File: config.mk
export PLATFORM = sky130hd
export DESIGN_NAME = ctrl_uop_sequencer
export DESIGN_NICKNAME = d
export VERILOG_FILES = /design/src/rtl/ctrl_uop_sequencer.sv
export SDC_FILE = /design/constraint.sdc
export NUM_CORES = 1
export LEC_CHECK = 0
export ABC_AREA = 1
export BUFFER_PORTS_ARGS = -buffer_cell sky130_fd_sc_hd__buf_2
export CAP_MARGIN = 25
export CORE_UTILIZATION = 35
export CTS_BUF_LIST = sky130_fd_sc_hd__clkbuf_4 sky130_fd_sc_hd__clkbuf_8
export DETAILED_ROUTE_END_ITERATION = 8
export GPL_TIMING_DRIVEN = 0
export MAX_ROUTING_LAYER = met4
export PLACE_DENSITY_LB_ADDON = 0.2
export SLEW_MARGIN = 20
export SYNTH_ARGS = -nofsm -noshare
export SYNTH_HDL_FRONTEND = slang
export SYNTH_SLANG_ARGS = --single-unit
File: constraint.sdc
create_clock -name clk -period 3.5 [get_ports clk]
set_input_delay 0.35 -clock clk [delete_from_list [all_inputs] [get_ports clk]]
set_output_delay 0.35 -clock clk [all_outputs]
set_load 0.01 [all_outputs]
File: src/rtl/ctrl_uop_sequencer.sv
// LC-3b decode/control sequencer: expands instructions into control-word micro-ops
// and buffers them in a small FIFO ahead of the ID/EX stage.
package lc3b_types;
    typedef enum logic [2:0] {
        alu_add, alu_and, alu_not, alu_pass, alu_sll, alu_srl, alu_sra
    } lc3b_aluop;

    typedef enum logic [3:0] {
        op_br, op_add, op_ldb, op_stb, op_jsr, op_and, op_ldr, op_str,
        op_rti, op_not, op_ldi, op_sti, op_jmp, op_shf, op_lea, op_trap
    } lc3b_opcode;

    typedef struct packed {
        lc3b_opcode opcode;
        lc3b_aluop  aluop;
        logic       alumux2_sel;
        logic [2:0] alumux8_sel;
        logic [1:0] wbmux;
        logic       load_regfile;
        logic       load_cc;
        logic       mem_read;
        logic       mem_write;
        logic [1:0] mem_byte_enable;
        logic       storemux_sel;
    } lc3b_control_word;
endpackage

module ctrl_uop_sequencer
    import lc3b_types::*;
#(
    parameter int DEPTH           = 4,
    parameter bit ENABLE_INDIRECT = 1'b1
) (
    input  logic             clk,
    input  logic             reset,
    input  logic             flush,
    input  logic             in_valid,
    output logic             in_ready,
    input  logic [15:0]      in_instr,
    input  logic [15:0]      in_pc,
    output logic             out_valid,
    input  logic             out_ready,
    output lc3b_control_word out_ctrl,
    output logic [15:0]      out_pc,
    output logic             out_uop,
    output logic             out_last,
    output logic             out_illegal
);
    localparam int PTR_W = (DEPTH > 1) ? $clog2(DEPTH) : 1;
    localparam int CNT_W = $clog2(DEPTH + 1);

    typedef struct packed {
        lc3b_control_word ctrl;
        logic [15:0]      pc;
        logic             uop;
        logic             last;
        logic             illegal;
    } uop_t;

    typedef enum logic [1:0] {IDLE, HOLD0, HOLD1} state_t;

    state_t           state, state_nxt;
    logic [15:0]      h_instr, h_pc;
    uop_t             fifo_mem [DEPTH];
    uop_t             h_uop, head;
    logic [PTR_W-1:0] rd_ptr, wr_ptr;
    logic [CNT_W-1:0] count;
    logic             h_valid, push, pop, accept;

    function automatic uop_t decode(input logic [15:0] instr, input logic [15:0] pc,
                                    input logic idx);
        uop_t u;
        u                      = '0;
        u.pc                   = pc;
        u.uop                  = idx;
        u.last                 = 1'b1;
        u.ctrl.opcode          = lc3b_opcode'(instr[15:12]);
        u.ctrl.aluop           = alu_add;
        u.ctrl.mem_byte_enable = 2'b11;
        case (u.ctrl.opcode)
            op_add, op_and: begin
                u.ctrl.aluop        = (u.ctrl.opcode == op_and) ? alu_and : alu_add;
                u.ctrl.alumux8_sel  = instr[5] ? 3'b001 : 3'b000;
                u.ctrl.wbmux        = 2'b10;
                u.ctrl.load_regfile = 1'b1;
                u.ctrl.load_cc      = 1'b1;
            end
            op_not: begin
                u.ctrl.aluop        = alu_not;
                u.ctrl.wbmux        = 2'b10;
                u.ctrl.load_regfile = 1'b1;
                u.ctrl.load_cc      = 1'b1;
            end
            op_br: begin
                u.ctrl.alumux2_sel = 1'b1;
                u.ctrl.alumux8_sel = 3'b011;
            end
            op_ldr: begin
                u.ctrl.alumux8_sel  = 3'b110;
                u.ctrl.mem_read     = 1'b1;
                u.ctrl.wbmux        = 2'b01;
                u.ctrl.load_regfile = 1'b1;
                u.ctrl.load_cc      = 1'b1;
            end
            op_str: begin
                u.ctrl.alumux8_sel  = 3'b110;
                u.ctrl.mem_write    = 1'b1;
                u.ctrl.storemux_sel = 1'b1;
            end
            op_ldi, op_sti: begin
                if (ENABLE_INDIRECT) begin
                    if (!idx) begin
                        u.ctrl.alumux8_sel = 3'b110;
                        u.ctrl.mem_read    = 1'b1;
                        u.last             = 1'b0;
                    end else begin
                        // second uop uses the MDR (the fetched pointer) as its address
                        u.ctrl.alumux8_sel = 3'b111;
                        if (u.ctrl.opcode == op_ldi) begin
                            u.ctrl.mem_read     = 1'b1;
                            u.ctrl.wbmux        = 2'b01;
                            u.ctrl.load_regfile = 1'b1;
                            u.ctrl.load_cc      = 1'b1;
                        end else begin
                            u.ctrl.mem_write    = 1'b1;
                            u.ctrl.storemux_sel = 1'b1;
                        end
                    end
                end else begin
                    u.ctrl        = '0;
                    u.ctrl.opcode = lc3b_opcode'(instr[15:12]);
                    u.illegal     = 1'b1;
                end
            end
            default: begin
                u.ctrl        = '0;
                u.ctrl.opcode = lc3b_opcode'(instr[15:12]);
                u.illegal     = 1'b1;
            end
        endcase
        return u;
    endfunction

    function automatic logic [PTR_W-1:0] ptr_inc(input logic [PTR_W-1:0] p);
        return (p == PTR_W'(DEPTH - 1)) ? '0 : p + 1'b1;
    endfunction

    assign h_valid   = (state != IDLE);
    assign h_uop     = decode(h_instr, h_pc, state == HOLD1);
    assign out_valid = (count != '0);
    assign pop       = out_valid && out_ready;
    assign push      = h_valid && !flush && ((count != CNT_W'(DEPTH)) || pop);
    assign in_ready  = !flush && (!h_valid || (push && h_uop.last));
    assign accept    = in_valid && in_ready;

    always_comb begin
        state_nxt = state;
        case (state)
            IDLE:         if (accept) state_nxt = HOLD0;
            HOLD0, HOLD1: if (push) state_nxt = h_uop.last ? (accept ? HOLD0 : IDLE) : HOLD1;
            default:      state_nxt = IDLE;
        endcase
        if (flush) state_nxt = IDLE;
    end

    always_ff @(posedge clk) begin
        if (reset) state <= IDLE;
        else       state <= state_nxt;
    end

    always_ff @(posedge clk) begin
        if (accept) begin
            h_instr <= in_instr;
            h_pc    <= in_pc;
        end
    end

    // FIFO bookkeeping; storage itself is never reset, only the pointers/count
    always_ff @(posedge clk) begin
        if (reset || flush) begin
            rd_ptr <= '0;
            wr_ptr <= '0;
            count  <= '0;
        end else begin
            if (push) wr_ptr <= ptr_inc(wr_ptr);
            if (pop)  rd_ptr <= ptr_inc(rd_ptr);
            count <= count + CNT_W'(push) - CNT_W'(pop);
        end
    end

    always_ff @(posedge clk) begin
        if (push) fifo_mem[wr_ptr] <= h_uop;
    end

    assign head        = fifo_mem[rd_ptr];
    assign out_ctrl    = out_valid ? head.ctrl : '0;
    assign out_pc      = out_valid ? head.pc : '0;
    assign out_uop     = out_valid && head.uop;
    assign out_last    = out_valid && head.last;
    assign out_illegal = out_valid && head.illegal;
endmodule

# Word level (Yosys, flattened, before mapping)
# Memory sizes are Yosys's and may differ from the RTL's. A register that Yosys moved wholly into a read port is not among the register bits.
# Index checks and enable logic that the tools add are counted.
# Widths: inputs -> output; s select.
# totals
elab_cells,82
inputBits,37
mem_bits_rw,152
ff_bits,41
memories,1
# memory_table
name,depth,width,rd,rd_ports_with_merged_regs,wr,line_no,rtl
fifo_mem,4,38,1,1,1,64,uop_t fifo_mem [DEPTH];
# op_classes
n_eq_ne,14
muxes,31
reduce_logical,26
add_sub_neg,4
# op_table
op,count
$mux 20,1
$mux 16,1
$mux 2,8
$mux 1,13
$eq 4x3->1 const B,3
$eq 4x4->1 const B,3
$pmux 3 s4,1
$pmux 4 s3,1
$reduce_or 2->1,5
$logic_and 1x1->1,9
$mux 4,2
$pmux 2 s2,2
$reduce_or 8->1,1
$eq 2x2->1 const B,3
$add 2x1->2 const B,2
$eq 4x1->1 const B,1
$logic_not 4->1,1
$ne 2x2->1 const B,2
$pmux 1 s2,2
$add 3x1->3,1
$logic_or 1x1->1,3
$ne 3x3->1 const B,1
$reduce_bool 3->1,1
$reduce_or 3->1,1
other kinds (6),7

# Depth between registers and ports, before layout
# logic_depth
ltp_word,12
ltp_mapped,10
ltp_nobuf,10

# Worst setup path after synthesis
# OpenSTA, ideal clock, no wires.
# synth_path
path_kind,register to register
start,register state[0]
end,"memory fifo_mem[0][0] (netlist bit), enable pin"
stages_incl_launch_ff,6
synth_period_minus_slack_ns,2.758
arrival_time_ns,2.330
path_slack_ns,0.742
path_cell_list,dfxtp_1 > inv_1 > ha_1 > inv_1 > nand3_4 > nor2_1
# synth_between
elab_chain_len,5
# synth_lines
item,line_no,rtl
start: declaration,62,"state_t state, state_nxt;"
start signal: assignment,168,else state <= state_nxt;
$reduce_bool 2->1,148,assign h_valid = (state != IDLE);
$logic_and 1x1->1 (2 in a row),152,assign push = h_valid && !flush && ((count != CNT_W'(DEPTH)) || pop);
$mux 1,192,if (push) fifo_mem[wr_ptr] <= h_uop;
$mux 1 (not written as such),192,
end: declaration,64,
# No other way between the ends.

==> out/qor.txt <==
Outcome - complete, no violations
Critical Path Sink Type - output pin
Fmax - 392.3 MHz
FILL cells - 1755
Setup TNS - 0 ns
Total number of vias - 4275
Clock tree from TritonCTS - yes
Average wire per standard cell - 16.39 um
R2r endpoint - count[2]$_SDFF_PP0_
Initial cell density of the core - 36.24%
Die area - 0.02019 mm2
Final Max Slew Viols - 0
Final Cycle Share - 72.82%
Final setup viols - 0
Num rows - 50
Static Leakage - 2.964 nW
First drt pass iteration count - 5
Syn Inst Count - 560
Design area - 0.008133 mm2
Sequential share of the synthesized area - 73.59%
Post-DP HPWL - 9806 um
R2r setup slk - 1.21 ns
Final Hold Slack - 0.05749 ns
Pin count of the biggest net entering global routing - 23
Global-route wire length before repair - 22830 um
Cts-stage hold buffer count - 0
Initial antenna violation count - 0
Ant diodes - 0
Cell count of the worst reg-to-reg path - 10
Peak supply drop - 0.0002263 V
RSZ-0062 raised after global routing - no
WP data arrival - 2.20 ns
Detail Route Antenna Nets - 0
Most common cell after layout, fill and taps aside - edfxtp_1
WL final - 15100 um
Max-cap violations - 0
# resized after CTS - 0
Die Span Y - 142.1 um
Worst setup SP type - flop
GPL Wtd Cong - 0.7640
Vias in the first global route - 4106
Clk root buf - clkbuf_8
Top cells by area, synth - edfxtp_1 70%, nor2_1 8.7%, o21ai_0 4.8%
Worst-path clk slew - 0.09 ns
Worst rel slew slack - 50.84%
GR Overflow Total - 0
Yosys reg bits - 172
Htree depth - 4
Horiz. Die Dim - 142.1 um
Layout Utilization - 42.90%
Critical Path RT - 3.15 ns
Final hold violations - 0
Library cells used by synthesis - 27
Critical R2R Launch - state[1]$_SDFFE_PP0P_
Via/cell ratio - 4.642
Worst-Margin Slew - 0.7357 ns
Fin nets - 697
Clock Latency Late Sink - 0.46 ns
Worst Path Max Fanout - 10
Core Area - 0.01896 mm2
Layout cells sized above 1 - 21.33%
Worst setup path endpoint - out_ctrl[2]
Yosys warning count - 0
Starting DRT DRC Count - 366
IO Port Bufs - 65
Ports - 78
Clock sinks - 172
Post-Route Skew - 0.009316 ns
# Post-CTS Setup Buffers - 0
Area delta synth->final - 18.40%
Crit path kind - reg2out
HP Start - in_pc[5]
Total track usage - 16.35%
Max Root-Sink Buffers - 2
Post-synth top area cell - edfxtp_1
Commonest cells after routing, fill and taps aside - 161 x edfxtp_1, 155 x nor2_1, 81 x buf_2, 66 x o21ai_0, 40 x a21oi_1
Mapped Area - 0.006869 mm2
Share of the synthesized area in the top cell type - 70.38%
# DRC - 0
Placed cell area - 0.007687 mm2
Syn avg cell area - 12.27 um2
CTS buffer count - 17
Worst Hold Class - in2reg
Min Clock Period, post-route - 2.549 ns
Synthesized Nets - 608
Pwr dens - 484.2 mW/mm2
-- registers in the layout, indices dropped and copies added (netlist names), named ones only --
name,flops
fifo_mem,140
h_pc,16
h_instr,5
count,3
rd_ptr,2
state,2
wr_ptr,2
-- worst min-delay path by stage --
stage,endpoint,cells after the start
after floorplan,h_instr[12]$_DFFE_PP_,0
after global placement,fifo_mem[1][18]$_DFFE_PP_,0
after detailed placement,state[0]$_SDFFE_PP0P_,2
after CTS,h_pc[11]$_DFFE_PP_,1
after global routing,h_pc[6]$_DFFE_PP_,1
final,h_pc[5]$_DFFE_PP_,1
-- where the power goes --
part           switching (mW)  internal (mW)
clock                   0.676          0.857
sequential             0.0143           2.26
combinational          0.0863         0.0446
total                   0.776           3.16
-- metal layers --
| metal | vias to the layer above | wire length [um] | track usage (%) |
|---|---|---|---|
| met5 | - | 0 | - |
| met4 | 0 | 235 | 7.357 |
| met3 | 18 | 712 | 3.567 |
| met2 | 103 | 7602 | 26.21 |
| met1 | 2043 | 6546 | 19.83 |
| li1 | 2111 | - | - |
-- logic make-up (layout without fill, tap and decap cells) --
family	Yosys count	count (layout)	share of synthesized area (%)
buf+inv	65	166	4.062
xor+xnor	2	2	0.2551
flops	172	172	73.59
fa+ha+maj	11	11	2.113
other cells	1	1	0.05459
simple gates	194	194	11.42
compound gates	115	115	8.506
-- metrics by stage --
step / cells / total power [mW] / setup WS [ns]
6_report: 921 / 3.938 / 0.9511
5_1_grt: 921 / 4.080 / 0.7647
4_1_cts: 921 / 3.990 / 0.9057
3_5_place_dp: 890 / 2.455 / 1.195
3_3_place_gp: 885 / 2.445 / -0.6864
2_1_floorplan: 560 / 2.389 / 0.7423
-- worst max-delay path: stages (launching register included) --
cell	delay (ns)
dfxtp_1	0.30
buf_2	0.17
inv_2	0.11
clkbuf_1	0.45
o21ai_0	0.18
a21oi_1	0.25
buf_4	0.15
buf_2	0.11
-- cell usage after synthesis --
| cell type | instances |
|---|---|
| buf_4 | 4 |
| edfxtp_1 | 161 |
| inv_1 | 28 |
| a21oi_2 | 1 |
| a21oi_1 | 40 |
| nor2_2 | 3 |
| nand4_1 | 3 |
| buf_2 | 16 |
| conb_1 | 1 |
| dfxtp_1 | 11 |
| fa_1 | 1 |
| nand2_2 | 2 |
| nand3_4 | 1 |
| nand3_1 | 3 |
| clkbuf_1 | 11 |
| o21ai_0 | 66 |
| nor3_1 | 1 |
| a211oi_1 | 2 |
| or2_2 | 1 |
| xnor2_1 | 2 |
| inv_2 | 6 |
| nand2_1 | 18 |
| nand3_2 | 1 |
| o21ai_1 | 6 |
| ha_1 | 10 |
| nor2_1 | 160 |
| nor4_2 | 1 |
-- cell type report --
type,instances,area (um2),share of cell area [%]
repair buffers,70,455.4,5.600
multi-input cells,323,1573,19.34
clock buffers,19,249.0,3.062
well taps,260,325.3,4.000
inverters,34,127.6,1.569
plain buffers,31,151.4,1.862
clock inverters,12,196.4,2.415
flip-flops and latches,172,5055,62.15
(Power assumes the default switching activity.)
